File: src/rtl/exp_timer.sv
// Exposure timer: latches a clamped ms setting, drives Expose for that many ms, then pulses Done.
// Optional macro EXP_TIMER_CONT_EN adds the Cont input for back-to-back repeat exposures.
module exp_timer #(
  parameter int CLK_PER_MS = 1000,
  parameter int EXP_MIN    = 2,
  parameter int EXP_MAX    = 30
) (
  input  logic       Clk,
  input  logic       Reset,
`ifdef EXP_TIMER_CONT_EN
  input  logic       Cont,
`endif
  input  logic       Start,
  input  logic       Abort,
  input  logic [4:0] Exp_Time,
  output logic       Expose,
  output logic       Done,
  output logic       Busy,
  output logic [4:0] Ms_Left
);

  localparam int PW = $clog2(CLK_PER_MS);
  localparam logic [PW-1:0] PRE_TC = PW'(CLK_PER_MS - 1);

  typedef enum logic [1:0] {
    ST_IDLE   = 2'd0,
    ST_ARM    = 2'd1,
    ST_EXPOSE = 2'd2,
    ST_DONE   = 2'd3
  } state_t;

  state_t          state_r, state_nxt_s;
  logic [PW-1:0]   presc_r, presc_nxt_s;
  logic [4:0]      ms_left_r, ms_nxt_s;
  logic            expose_r, done_r, busy_r;
  logic            cont_s;

  function automatic logic [4:0] clamp_exp(input logic [4:0] t);
    if (t < 5'(EXP_MIN)) begin
      clamp_exp = 5'(EXP_MIN);
    end else if (t > 5'(EXP_MAX)) begin
      clamp_exp = 5'(EXP_MAX);
    end else begin
      clamp_exp = t;
    end
  endfunction

`ifdef EXP_TIMER_CONT_EN
  assign cont_s = Cont;
`else
  assign cont_s = 1'b0;
`endif

  // Next-state, prescaler and ms countdown
  always_comb begin
    state_nxt_s = state_r;
    presc_nxt_s = presc_r;
    ms_nxt_s    = ms_left_r;
    case (state_r)
      ST_IDLE: begin
        presc_nxt_s = '0;
        ms_nxt_s    = 5'd0;
        if (Start && !Abort) begin
          state_nxt_s = ST_ARM;
        end else begin
          state_nxt_s = ST_IDLE;
        end
      end
      ST_ARM: begin
        presc_nxt_s = '0;
        if (Abort) begin
          state_nxt_s = ST_IDLE;
          ms_nxt_s    = 5'd0;
        end else begin
          state_nxt_s = ST_EXPOSE;
          ms_nxt_s    = clamp_exp(Exp_Time);
        end
      end
      ST_EXPOSE: begin
        if (Abort) begin
          state_nxt_s = ST_IDLE;
          presc_nxt_s = '0;
          ms_nxt_s    = 5'd0;
        end else if (presc_r == PRE_TC) begin
          presc_nxt_s = '0;
          // Last ms finishing: the decrement to zero coincides with entering DONE
          if (ms_left_r == 5'd1) begin
            state_nxt_s = ST_DONE;
            ms_nxt_s    = 5'd0;
          end else begin
            state_nxt_s = ST_EXPOSE;
            ms_nxt_s    = ms_left_r - 5'd1;
          end
        end else begin
          state_nxt_s = ST_EXPOSE;
          presc_nxt_s = presc_r + PW'(1);
        end
      end
      ST_DONE: begin
        presc_nxt_s = '0;
        ms_nxt_s    = 5'd0;
        if (cont_s && !Abort) begin
          state_nxt_s = ST_ARM;
        end else begin
          state_nxt_s = ST_IDLE;
        end
      end
      default: begin
        state_nxt_s = ST_IDLE;
        presc_nxt_s = '0;
        ms_nxt_s    = 5'd0;
      end
    endcase
  end

  // State, counters and registered outputs decoded from the next state
  always_ff @(posedge Clk or negedge Reset) begin
    if (!Reset) begin
      state_r   <= ST_IDLE;
      presc_r   <= '0;
      ms_left_r <= 5'd0;
      expose_r  <= 1'b0;
      done_r    <= 1'b0;
      busy_r    <= 1'b0;
    end else begin
      state_r   <= state_nxt_s;
      presc_r   <= presc_nxt_s;
      ms_left_r <= ms_nxt_s;
      expose_r  <= (state_nxt_s == ST_EXPOSE);
      done_r    <= (state_nxt_s == ST_DONE);
      busy_r    <= (state_nxt_s != ST_IDLE);
    end
  end

  assign Expose  = expose_r;
  assign Done    = done_r;
  assign Busy    = busy_r;
  assign Ms_Left = ms_left_r;

endmodule

File: config.mk
export PLATFORM = sky130hd
export DESIGN_NAME = exp_timer
export DESIGN_NICKNAME = d
export VERILOG_FILES = /design/src/rtl/exp_timer.sv
export SDC_FILE = /design/constraint.sdc
export NUM_CORES = 1
export LEC_CHECK = 0
export CAP_MARGIN = 10
export CORE_MARGIN = 2
export CORE_UTILIZATION = 27
export CTS_CLUSTER_SIZE = 24
export DETAILED_ROUTE_END_ITERATION = 10
export GPL_TIMING_DRIVEN = 0
export SLEW_MARGIN = 20
export SYNTH_ARGS = -nofsm -noshare
export SYNTH_HDL_FRONTEND = slang
export SYNTH_SLANG_ARGS = --single-unit
File: constraint.sdc
create_clock -name Clk -period 2.15 [get_ports Clk]
set_input_delay 0.43 -clock Clk [delete_from_list [all_inputs] [get_ports Clk]]
set_output_delay 0.43 -clock Clk [all_outputs]
set_load 0.02 [all_outputs]
== Yosys cells after proc, flatten, opt, wreduce, memory -nomap -nowiden ==
Index checks and enable logic that the tools add are counted.
Word-level totals
  register bits after elaboration: 20
  output and inout port bits: 8
Cells by class
  $add $sub $neg: 2
  magnitude comparators: 2
  equal/unequal tests: 8
  multiplexer cells: 16
  reduce and logical (&&, ||, !) cells: 6
Operators with widths (count)
  2-to-1 mux 5 bit: 6
  2-to-1 mux 10 bit: 2
  one-hot mux 10 bit (2 select lines): 1
  one-hot mux 5 bit (3 select lines): 1
  adder 10 x 1 -> 10 bit (second input constant): 1
  == test 10 bit (second input constant): 1
  == test 2 bit (second input constant): 4
  one-hot mux 2 bit (4 select lines): 1
  2-to-1 mux 2 bit: 3
  == test 5 x 1 -> 1 bit (second input constant): 1
  > comparator 5 bit (second input constant): 1
  less-than comparator 5 x 2 -> 1 bit (second input constant): 1
  subtractor 5 x 1 -> 5 bit (second input constant): 1
  inequality test 3 bit (second input constant): 1
  OR reduction 3 bit: 1
  == test 2 x 1 -> 1 bit (second input constant): 1
  zero test 2 bit: 1
  2-to-1 mux 1 bit: 2
  nonzero test 2 bit: 1
  OR reduction 2 bit: 1
  logical AND 1 bit: 1
  zero test 1 bit: 1

== Logic depth before layout (Yosys ltp) ==
Gate-level depths: netlist of run 1.
  depth in word-level cells: 6
  gate-level depth with buffers: 6

== Worst setup path after synthesis of run 1 ==
No wires, ideal clock.
  path kind: register to register
  from: register ms_left_r[1] (netlist: Ms_Left[1])
  to: register expose_r (netlist: Expose)
  setup time: 0.118 ns
  arrival: 1.755 ns
  required time: 2.032 ns
  slack: 0.277 ns
  stages on the path, launching flop included: 6
  path buffers: 0
  period minus slack after synthesis: 1.873 ns
  cells stage by stage: dfrtp_1 -> inv_1 -> ha_1 -> or4b_2 -> or2_2 -> a21o_1
Between the ends
  word-level cells in the longest chain between the ends: 6
RTL lines
  from (decl): RTL line 34  | logic [4:0] ms_left_r, ms_nxt_s;
  from (signal assigned): RTL line 128  | ms_left_r <= ms_nxt_s;
  == test 5 x 1 -> 1 bit: RTL line 87  | if (ms_left_r == 5'd1) begin
  2-to-1 mux 1 bit: RTL line 87
  2-to-1 mux 2 bit: RTL line 84  | end else if (presc_r == PRE_TC) begin
  2-to-1 mux 2 bit: RTL line 80  | if (Abort) begin
  one-hot mux 2 bit (4 select lines): RTL line 59  | case (state_r)
  == test 2 bit: RTL line 129  | expose_r <= (state_nxt_s == ST_EXPOSE);
  to (signal assigned): RTL line 129
  to (decl): RTL line 35  | logic expose_r, done_r, busy_r;
Every way passes these cells.
A chain may end at the register's enable or synchronous reset.

== Worst setup path in the final report of run 1 ==
  from: input port Abort
  to: register ms_left_r[2] (netlist: Ms_Left[2])
Between the ends
  word-level cells in the longest chain between the ends: 2
  elaborated cells on any way between the ends: 4
  those cells by class: 1 x eq/ne; 3 x mux
RTL lines
  from (decl): RTL line 14  | input logic Abort,
  2-to-1 mux 5 bit (on tied branches): RTL line 80, 71
  one-hot mux 5 bit (3 select lines): RTL line 59
Parallel ways exist; a longest one is shown, timed or not.

==> results.txt, run 1 <==
For the worst flop-to-flop path, the logic depth is 5. Number of clock sinks: 20. The worst register-to-register path ends at Expose. By area the synthesized netlist is led by sky130_fd_sc_hd__dfrtp_1 50%, sky130_fd_sc_hd__nor2_1 5.3%, sky130_fd_sc_hd__xnor2_1 5.3%. For the clock latency on the worst-skew pair, the log shows 0.26 ns.

Tracing the worst setup path back leads to its startpoint at Abort. After synthesis the cells add up to 992.2 sq um. After detailed routing, the number of remaining DRC violations is 0. Of all nets on the critical path, the largest fanout is 6.

TritonCTS built the clock tree. Summed over all cells, the static leakage comes to 0.5392 nW. The first TritonRoute pass finished after 4 iterations.

The worst setup path is launched from a primary input. The count of hold buffers inserted by post-cts repair was 0; the post-synthesis cell count was 98. For the remaining max-slew budget at the tightest pin, the log shows 40.50%. The buffer and inverter count on the worst path is 1. The kind of end point of the critical path was a register.

The critical path goes through clkdlybuf4s50_1 > nor3b_1 > nand2_1 > or4_1 > nand3_1. The path length in cells of the critical path was 5; the wire length of the first global-routing pass was 3.532 mm. In this run the power density over the cells is 676.9 mW/mm^2. In this run, synthesis produced a sequential element count of 20. The slowest stage of the critical path is the sky130_fd_sc_hd__nor3b_1 cell.

In the final routed layout, each cell accounts on average for 11.96 microns. The critical setup path kind was in2reg. Entering global routing, the biggest net connects 21 pins. The family of cells with the greatest summed delay on the critical path is simple AND/OR/NAND/NOR gates. The final critical delay including setup and external delays works out to 1.987 ns. 17 I/O pins were placed. sky130_fd_sc_hd__dfrtp_1 takes more of the synthesized area than any other cell. 0 antenna diodes ended up in the layout. The number of global-route vias before repair is 765. The setup check on the worst reg-to-reg path leaves a slack of 0.28 ns. For the pin with the worst max-slew slack, the measured transition is 0.8898 ns. The total global routing overflow was 0; the post-CTS clock slew at the launch and capture registers of the worst setup and hold paths was 0.08 ns. Setup repair after global routing left no endpoint under its margin. The post-route standard cell area excluding fillers came out at 0.001284 sq mm. OpenSTA, run right after detailed placement, puts the worst setup slack at -0.1145 ns. The synthesized netlist net count is 110. In this design, the stage delay of the slowest critical-path cell is 0.57 ns. Once detailed placement completed, the half-perimeter wirelength came to 1.535 mm. The floorplan step set the die width to 64.62 microns. The library cells used most frequently in the layout, excluding fill and tap cells, are 20 x sky130_fd_sc_hd__dfrtp_1, 16 x sky130_fd_sc_hd__clkdlybuf4s50_1, 14 x sky130_fd_sc_hd__nor2_1. Global routing used 10.74% of the available tracks.

The async set-reset flop share out of synthesis is 100.0%. The area added between synthesis and finish was 29.38%. The run gives 2.18 ns as the critical path data arrival time. The tools report the number of antenna violations at the first check in global routing as 0.

In this run the remaining antenna-violating nets after routing total 0. Count of flip-flops with a built-in enable after synthesis: 0. Dividing the detail-routed via count by the number of cells gives 4.717. The capture point of the critical path was Ms_Left[2]. The class of the tightest hold or removal check is reg2reg. STA puts the critical path data required time at 2.35 ns.

The final cycle utilization of the critical path was 92.41%. The number of warnings printed during yosys synthesis was 0. The tools report the worst reg2reg path startpoint as Ms_Left[1]. The leading cell type in the layout, fill and taps excluded is sky130_fd_sc_hd__dfrtp_1. After the first detailed-routing iteration, the DRC count stood at 29. Buffers inserted during clock tree synthesis total 3.

For the overall power, the log shows 0.8690 mW. The floorplan has 22 rows. The number of H-tree levels came out at 1. The number of maximum-capacitance violations is 0, and the effective utilization at floorplan is 27.52%. The run gives 0 as the number of endpoints failing setup at the final stage.

The end-of-flow core utilization is 35.60%, and the proportion of netlist area held by the largest area contributor is 50.44%. Gates resized during post-CTS repair numbered 0. For the count of vias placed by the detailed router, the log shows 783. The worst-case IR drop observed on VDD is 0.0003433 V.

The floorplan step set the die height to 64.62 microns. After detailed routing, the total wire length is 1.985 mm. Least setup slack across all paths after layout: 0.1632 ns. The run finished with clean final reports.

Routability-driven placement finished with a final weighted congestion of 0.7491. For this run, the post-layout net count is 131. The part of the Yosys area used for sequential elements was 50.44%; the worst clock skew on the final layout was 0.006620 ns. In the synthesized netlist the dominant register cell turns out to be sky130_fd_sc_hd__dfrtp_1. The top achievable clock speed was 0.5033 GHz. CTS placed an instance of sky130_fd_sc_hd__clkbuf_8 at the clock tree root.

Averaged over all synthesized cells, the footprint is 10.12 sq um. The max-slew violation count was 0; the fraction of layout cells with a size suffix above 1 was 13.56%. The standard cell core area was 0.003606 sq mm; the number of hold-slack violations in the final timing report was 0. The logs give 2 for the maximum count of clock buffers along a single path and 32 for the count of distinct cell types in the synthesized netlist.

The filler cells instantiated in the layout total 373. Port buffering added 16 buffers. The logs give 0.001212 sq mm for the placement-stage cell area and 0.004176 sq mm for the total die area. The number of setup buffers added after CTS is 0.
## worst reg2reg max path, delay by kind of cell (launching register included)
kind / cells / cell delay (ns)
flip-flops: 1 / 0.41
AND/OR/NAND/NOR: 2 / 0.93
AO/OA/AOI/OAI: 1 / 0.18
adder cells (fa/ha/maj): 1 / 0.16
buffers and inverters: 1 / 0.09
## kinds of logic (layout without fill, tap and decap cells)
| logic type | Yosys count | in the layout | share of synthesized area, % |
|---|---|---|---|
| AOI/OAI and AO/OA | 10 | 10 | 6.558 |
| xor gates and xnor gates | 8 | 8 | 7.062 |
| adders and majority gates | 3 | 3 | 3.784 |
| buffers and inverters | 4 | 24 | 1.639 |
| DFF | 20 | 20 | 50.44 |
| muxes | 3 | 3 | 3.279 |
| and+or+nand+nor | 50 | 50 | 27.24 |
## synthesized netlist by cell type, types with 3 or more instances
cell / instances
sky130_fd_sc_hd__dfrtp_1: 20
sky130_fd_sc_hd__ha_1: 3
sky130_fd_sc_hd__inv_1: 3
sky130_fd_sc_hd__nand2_1: 7
sky130_fd_sc_hd__nand3_1: 5
sky130_fd_sc_hd__nor2_1: 14
sky130_fd_sc_hd__nor3_1: 5
sky130_fd_sc_hd__o21ai_0: 5
sky130_fd_sc_hd__xnor2_1: 6
## sequential cells by signal, summed over array words and instances, names as in the netlist
signal and flops:
Busy 1, Done 1, Expose 1, Ms_Left 5, presc_r 10, state_r 2
## metrics by stage
stage                     std cells  TNS (ns)  hold slack, ns
final                           166         0          0.4645
after global routing            166         0          0.4899
after CTS                       166         0          0.4661
after detailed placement        162   -0.4444          0.4544
after global placement          162   -0.2930          0.4454
after floorplan                  98         0          0.1344
## layout make-up
class                           count  area, sq um  area share (%)
Clock inverter                      1        30.03           2.339
Buffer                              1        5.005          0.3899
Tap cell                           48        60.06           4.678
Sequential cell                    20        500.5           38.99
Timing Repair Buffer               16        160.2           12.48
Multi-Input combinational cell     74        475.5           37.04
Clock buffer                        3        41.29           3.216
Inverter                            3        11.26          0.8772
## report_power, final
| part | leakage [nW] | switching [mW] | internal, mW |
|---|---|---|---|
| Sequential | 0.275 | 0.0117 | 0.388 |
| Combinational | 0.229 | 0.0488 | 0.0484 |
| Clock | 0.0357 | 0.124 | 0.248 |
## how the worst min path moves through the flow
stage,startpoint,endpoint,cells past startpoint
after CTS,presc_r[0],presc_r[0],1
after global routing,presc_r[0],presc_r[0],1
final,presc_r[0],presc_r[0],1
after floorplan,Reset,Busy,0
after detailed placement,presc_r[0],presc_r[0],1
after global placement,presc_r[0],presc_r[0],1
## metal layers
layer	wire length, microns	track usage, %	vias up
li1	-	-	386
met1	882	12.85	384
met2	1013	19.01	11
met3	69	2.604	2
met4	19	3.191	0
met5	0	0	-
Power figures use the tool's default switching activity.
==> inputs of run 2 (changes only) <==
--- a/config.mk
+++ b/config.mk
@@ -11,6 +11,7 @@
 export CTS_CLUSTER_SIZE = 24
 export DETAILED_ROUTE_END_ITERATION = 10
 export GPL_TIMING_DRIVEN = 0
+export REMOVE_ABC_BUFFERS = 1
 export SLEW_MARGIN = 20
 export SYNTH_ARGS = -nofsm -noshare
 export SYNTH_HDL_FRONTEND = slang
==> results.txt, run 2 (synthesis results as in run 1) <==
The run finished with clean final reports. The largest fanout on the critical path is 6. In the final layout, the share of cells above drive strength 1 is 12.82%. For the number of antenna violations at the first check in global routing, the log shows 0.

The die is 64.62 microns wide. Detailed placement ended at an HPWL of 1.530 mm. Relative to the synthesized area, the layout overhead comes to 28.88%. In the final timing run, aggregate negative setup slack is 0 ns. The capture point of the critical path was Ms_Left[2]. The final critical delay including setup and external delays was 1.936 ns; the largest net degree at the start of global routing was 21. The register with the most flip-flops in the layout has 10 of them. Summing over every cut layer, the via total after detailed routing is 762.

STA classifies the critical path endpoint as a register. Setup repair after global routing left no endpoint under its margin. The tools report the number of global-route vias before repair as 762. Counting along the longest clock path gives a buffer depth of 2. The number of clock buffers inserted by TritonCTS was 3. The clock latency on the worst-skew pair is 0.26 ns, and the total global routing overflow is 0. Clock-pin slew was measured on the worst setup and hold paths at 0.08 ns.

Class of the tightest hold or removal check: reg2reg. Register share of total power: 45.6%. The source of the critical timing path is Abort. The count of standard-cell rows was 22. The height of the chip works out to 64.62 microns. The placement-stage cell area was 0.001207 sq mm.

The first detailed-routing pass ran for 3 iterations. The count of nets left with antenna violations once routing finished came out at 0. Power per cell area: 684.5 mW/mm^2. The antenna cell count is 0. In this run, post-CTS repair resized a total of 0 instances. After routing the design area is 0.001279 sq mm.

The die covers 0.004176 sq mm. The tools report the critical register-to-register path endpoint as Expose. The number of nets at the end of the flow is 130. In this run switching power makes up 21.73% of total power. The final weighted congestion of routability-driven global placement was 0.7446.

TritonCTS built the clock tree. For the worst setup path, the data required time is 2.35 ns. On the final layout, the worst clock skew is 0.003928 ns.

The register name with the most flops was presc_r. The number of DRC violations after detailed routing is 0, and the effective utilization at floorplan is 27.52%. The max-slew violation count was 0; the part of the total power dissipated in combinational logic was 11.1%.

For this design the total switching power over the nets is 0.1902 mW. The count of port buffers added during placement is 16. The number of maximum-capacitance violations is 0. The library cells used most frequently in the layout, excluding fill and tap cells, are 20 x sky130_fd_sc_hd__dfrtp_1, 16 x sky130_fd_sc_hd__clkdlybuf4s50_1, 14 x sky130_fd_sc_hd__nor2_1. In this run the critical register-to-register path is launched from Ms_Left[1]. The number of H-tree levels is 1, and the wire length of the first global-routing pass is 3.608 mm. The final cycle utilization of the critical path was 90.07%; the number of violations reported at the end of detailed-routing iteration 0 was 34.

For the worst setup path, the data arrival time is 2.14 ns. For the pin with the worst max-slew slack, the measured transition is 0.8699 ns. Of the total power, the clock network draws 43.3%. The worst setup path is of the in2reg kind. Worst-case reg-to-reg path depth: 5. After clock tree synthesis, the flow added hold-fix buffers numbering 0. Across all register-to-register paths, the minimum setup slack is 0.29 ns. Number of endpoints failing setup at the final stage: 0.

The cell sitting at the root of the clock tree is a sky130_fd_sc_hd__clkbuf_8. For the post-CTS setup repair buffer count, the log shows 0. Across the VDD grid, the largest voltage drop is 0.0002267 V. 17 I/O pins were placed. The tools report the wire length after detailed routing as 1.997 mm. In this run the static leakage power is 0.5356 nW.

The number of clock sinks came out at 20. The internal cell power is 0.6850 mW. The logs give 41.82% for the remaining max-slew budget at the tightest pin and 0.5164 GHz for the top achievable clock speed. The number of hold-slack violations in the final timing report was 0. The run gives 0.003606 sq mm as the standard cell core area.

For this run, the total global-route usage over all layers was measured as 11.49%. The tools report the final-layout fill cell count as 373. After detailed routing, the number of vias per cell comes to 4.618.

The leading cell type in the layout, fill and taps excluded was sky130_fd_sc_hd__dfrtp_1. The tools report the type of element launching the critical path as a primary input. Per-cell routed wire length: 12.10 microns.
run 2: cell count changes in the layout (fill, tap and decap cells not counted):
cell,delta
sky130_fd_sc_hd__clkbuf_2,-1
run 2: final cells by class:
type	count	area, sq um	share of cell area, %
Sequential cell	20	500.5	39.14
Multi-Input combinational cell	74	475.5	37.18
Timing Repair Buffer	16	160.2	12.52
Tap cell	48	60.06	4.697
Clock buffer	3	41.29	3.229
Clock inverter	1	30.03	2.348
Inverter	3	11.26	0.8806
run 2: worst min path at each step:
| stage | slack, ns | startpoint | cells after the start | endpoint |
|---|---|---|---|---|
| floorplan | 0.13 | Reset | 0 | Busy |
| global placement | 0.45 | presc_r[0] | 1 | presc_r[0] |
| detailed placement | 0.46 | presc_r[0] | 1 | presc_r[0] |
| CTS | 0.47 | presc_r[0] | 1 | presc_r[0] |
| global route | 0.48 | presc_r[0] | 1 | presc_r[0] |
| finish | 0.47 | presc_r[0] | 1 | presc_r[0] |
run 2: stage by stage:
| stage | cells | power (mW) | utilization [%] | hold WS [ns] | setup slack (ns) |
|---|---|---|---|---|---|
| floorplan | 97 | 0.4525 | - | 0.1344 | 0.2771 |
| global placement | 161 | 0.5030 | 33.48 | 0.4452 | -0.08055 |
| detailed placement | 161 | 0.5057 | 33.48 | 0.4600 | -0.09434 |
| CTS | 165 | 0.8849 | 35.46 | 0.4709 | 0.1844 |
| global route | 165 | 0.9108 | 35.46 | 0.4827 | 0.01027 |
| finish | 165 | 0.8752 | 35.46 | 0.4677 | 0.2136 |
run 2: layer usage:
| metal | up-vias | global-route usage (%) | share of wire, % |
|---|---|---|---|
| li1 | 390 | - | - |
| met1 | 357 | 13.44 | 44 |
| met2 | 11 | 19.27 | 50 |
| met3 | 4 | 3.819 | 4.3 |
| met4 | 0 | 4.787 | 1.7 |
| met5 | - | 0 | 0 |
run 2: critical path, cell delays in order:
cell	delay, ns
sky130_fd_sc_hd__clkdlybuf4s50_1	0.46
sky130_fd_sc_hd__nor3b_1	0.55
sky130_fd_sc_hd__nand2_1	0.19
sky130_fd_sc_hd__or4_1	0.43
sky130_fd_sc_hd__nand3_1	0.08
run 2: power groups by stage:
| stage | Sequential [mW] | Clock [mW] | Combinational [mW] |
|---|---|---|---|
| finish | 0.399 | 0.379 | 0.0973 |
| global route | 0.402 | 0.399 | 0.110 |
| CTS | 0.399 | 0.386 | 0.0996 |
| detailed placement | 0.407 | 0 | 0.0988 |
| global placement | 0.406 | 0 | 0.0965 |
| floorplan | 0.415 | 0 | 0.0373 |
==> inputs of run 3 (changes only) <==
--- a/config.mk
+++ b/config.mk
@@ -6,11 +6,15 @@
 export NUM_CORES = 1
 export LEC_CHECK = 0
 export CAP_MARGIN = 10
+export CELL_PAD_IN_SITES_DETAIL_PLACEMENT = 1
+export CELL_PAD_IN_SITES_GLOBAL_PLACEMENT = 2
 export CORE_MARGIN = 2
 export CORE_UTILIZATION = 27
 export CTS_CLUSTER_SIZE = 24
 export DETAILED_ROUTE_END_ITERATION = 10
 export GPL_TIMING_DRIVEN = 0
+export MAX_ROUTING_LAYER = met4
+export PLACE_DENSITY_LB_ADDON = 0.1
 export REMOVE_ABC_BUFFERS = 1
 export SLEW_MARGIN = 20
 export SYNTH_ARGS = -nofsm -noshare
==> constraint.sdc (replaced) <==
create_clock -name Clk -period 2.15 [get_ports Clk]
set_input_delay 0.3225 -clock Clk [delete_from_list [all_inputs] [get_ports Clk]]
set_output_delay 0.3225 -clock Clk [all_outputs]
set_load 0.02 [all_outputs]
==> results.txt, run 3 (synthesis results as in run 1) <==
The flow ran to the end, and the final reports show no timing, DRC or antenna violations. The total track usage was 12.69%; the number of H-tree levels was 1. The final layout contains 130 nets. In the post-route analysis, the smallest setup slack over all paths is 0.1948 ns. The total die area is 0.004176 sq mm. The worst-case IR drop observed on VDD is 0.0001508 V. Port buffering added 16 buffers.

In this run, placement finished with an instance count of 161. The congestion estimate from routability-driven global placement came to 0.6827. The detail route stage leaves a number of antenna-violating nets equal to 0. Setup violations remaining at the end of the flow were counted as 0. On the critical path, the stage with the largest delay is an instance of sky130_fd_sc_hd__or3b_2. Summed over all layers, the global routing overflow is 0.

Walking the worst path, the cells encountered are inv_1 > ha_1 > or3b_2 > nor4_1 > mux2i_1 > o21ai_0. After clock tree synthesis, the flow added hold-fix buffers numbering 0. TritonCTS built the clock tree. The slew at the pin with the worst max-slew slack is 0.9593 ns, and the per-cell routed wire length is 13.60 microns.

Leaving out filler cells and counting taps, the final layout contains 164. Counting every sink on the clock net gives 20. For this block, the routed nets add up to 2.230 mm of wire.

After detailed routing, the number of vias per cell comes to 4.841. For the worst-skew pair, the clock arrives at the later sink with an insertion delay of 0.26 ns. In this run the vertical extent of the chip is 64.62 microns.

The floorplan die width works out to 64.62 microns. The post-CTS clock slew at the launch and capture registers of the worst setup and hold paths was 0.08 ns; the number of clock buffers inserted by TritonCTS was 3. The power per cell area was 598.9 mW/mm^2; the number of maximum-capacitance violations was 0.

Setup repair after global routing left no endpoint under its margin. After detailed routing, the number of remaining DRC violations is 0. Wire length of the first global-routing pass: 3.870 mm. The largest fanout on the critical path is 6, and the path length in cells of the critical path is 6. The top achievable clock speed is 0.5115 GHz, and the first-pass iteration count of the detailed router is 2.

The region available for standard cell placement spans 0.003606 sq mm. The number of hold-slack violations in the final timing report is 0, and the area added between synthesis and finish is 25.85%. STA puts the critical path data arrival time at 2.09 ns. After layout, the worst path uses 90.94% of the clock period. The run gives 34.63% as the end-of-flow core utilization. The top cell types in the final layout, fill and taps aside, are 20 x sky130_fd_sc_hd__dfrtp_1, 16 x sky130_fd_sc_hd__clkdlybuf4s50_1, 14 x sky130_fd_sc_hd__nor2_1. For the number of global-route vias before repair, the log shows 814. The HPWL after detailed placement is 1.657 mm.

For this design the static power due to leakage is 0.5214 nW. Clock tree synthesis selected as its root buffer the cell sky130_fd_sc_hd__clkbuf_8. The register with the most flip-flops in the layout has 10 of them.

The number of violations reported at the end of detailed-routing iteration 0 is 19, and the final-layout fill cell count is 414. The count of standard-cell rows is 22, and the remaining max-slew budget at the tightest pin is 35.84%. The worst setup path is launched from a register.

The initial utilization of the core area, before any placement, comes to 27.52%. The fraction of layout cells with a size suffix above 1 came out at 12.07%. The data required time at the worst endpoint was 2.29 ns. For the max-slew violation count, the log shows 0.

0 antenna diodes ended up in the layout. Number of antenna violations at the first check in global routing: 0. Register name with the most flops: presc_r. The clock period could shrink to 1.955 ns.

In this run the count of I/O pins placed on the die edge is 17. Entering global routing, the biggest net connects 21 pins. In this run the deepest clock path goes through 2 buffers. Detailed routing inserted a total of 794 vias.

STA classifies the critical path endpoint as a register. The worst clock skew on the final layout was 0.005220 ns. The critical path is of the reg2reg type. Timing analysis after detailed placement gives a worst setup slack of -0.08759 ns. The number of gates resized after CTS was 0. Among cell families on the critical path, the largest total delay comes from simple AND/OR/NAND/NOR gates. The buffer and inverter count on the worst path came out at 1.

Worst-case reg-to-reg path depth: 6. The path class of the tightest hold or removal check is reg2reg. The leading cell type in the layout, fill and taps excluded is sky130_fd_sc_hd__dfrtp_1. The peak per-stage delay on the critical path was 0.45 ns; the cell depth of the worst hold path was 1. The tools report the post-CTS setup repair buffer count as 0.
## run 3: worst paths after layout
check	from	to	slack [ns]
worst max register to register	Ms_Left[0]	Ms_Left[4]	0.19
worst max-delay path	Ms_Left[0]	Ms_Left[4]	0.19
max in group asynchronous	Reset	presc_r[5]	0.97
min in group asynchronous	Reset	Busy	0.59
worst min register to register	presc_r[0]	presc_r[0]	0.48
worst min-delay path	presc_r[0]	presc_r[0]	0.48
## run 3: per-layer routing
layer / routed length, microns / GRT usage [%]
met1: 1126 / 17.45
met2: 988 / 18.36
met3: 93 / 2.778
met4: 21 / 4.787
met5: 0 / -
## run 3: stage by stage
step	instance area, sq um	setup TNS [ns]	hold WS (ns)	power, mW
2_1_floorplan	987.2	0	0.02691	0.4525
3_3_place_gp	1207	-0.2721	0.4593	0.5069
3_5_place_dp	1207	-0.3035	0.4730	0.5084
4_1_cts	1249	0	0.4839	0.7647
5_1_grt	1249	0	0.5133	0.7930
6_report	1249	0	0.4764	0.7478
## run 3: final cells by class
cell class	instances	area, sq um	share of cell area, %
clock buffers	3	41.29	3.307
inverters	3	11.26	0.9018
multi-input cells	74	475.5	38.08
flip-flops and latches	20	500.5	40.08
well taps	48	60.06	4.810
repair buffers	16	160.2	12.83
## run 3: report_power, final
part / total, mW / leakage, nW / switching, mW / internal [mW]
clock network: 0.250 / 0.0216 / 0.125 / 0.125
registers: 0.400 / 0.275 / 0.0119 / 0.388
logic: 0.0985 / 0.225 / 0.0501 / 0.0484
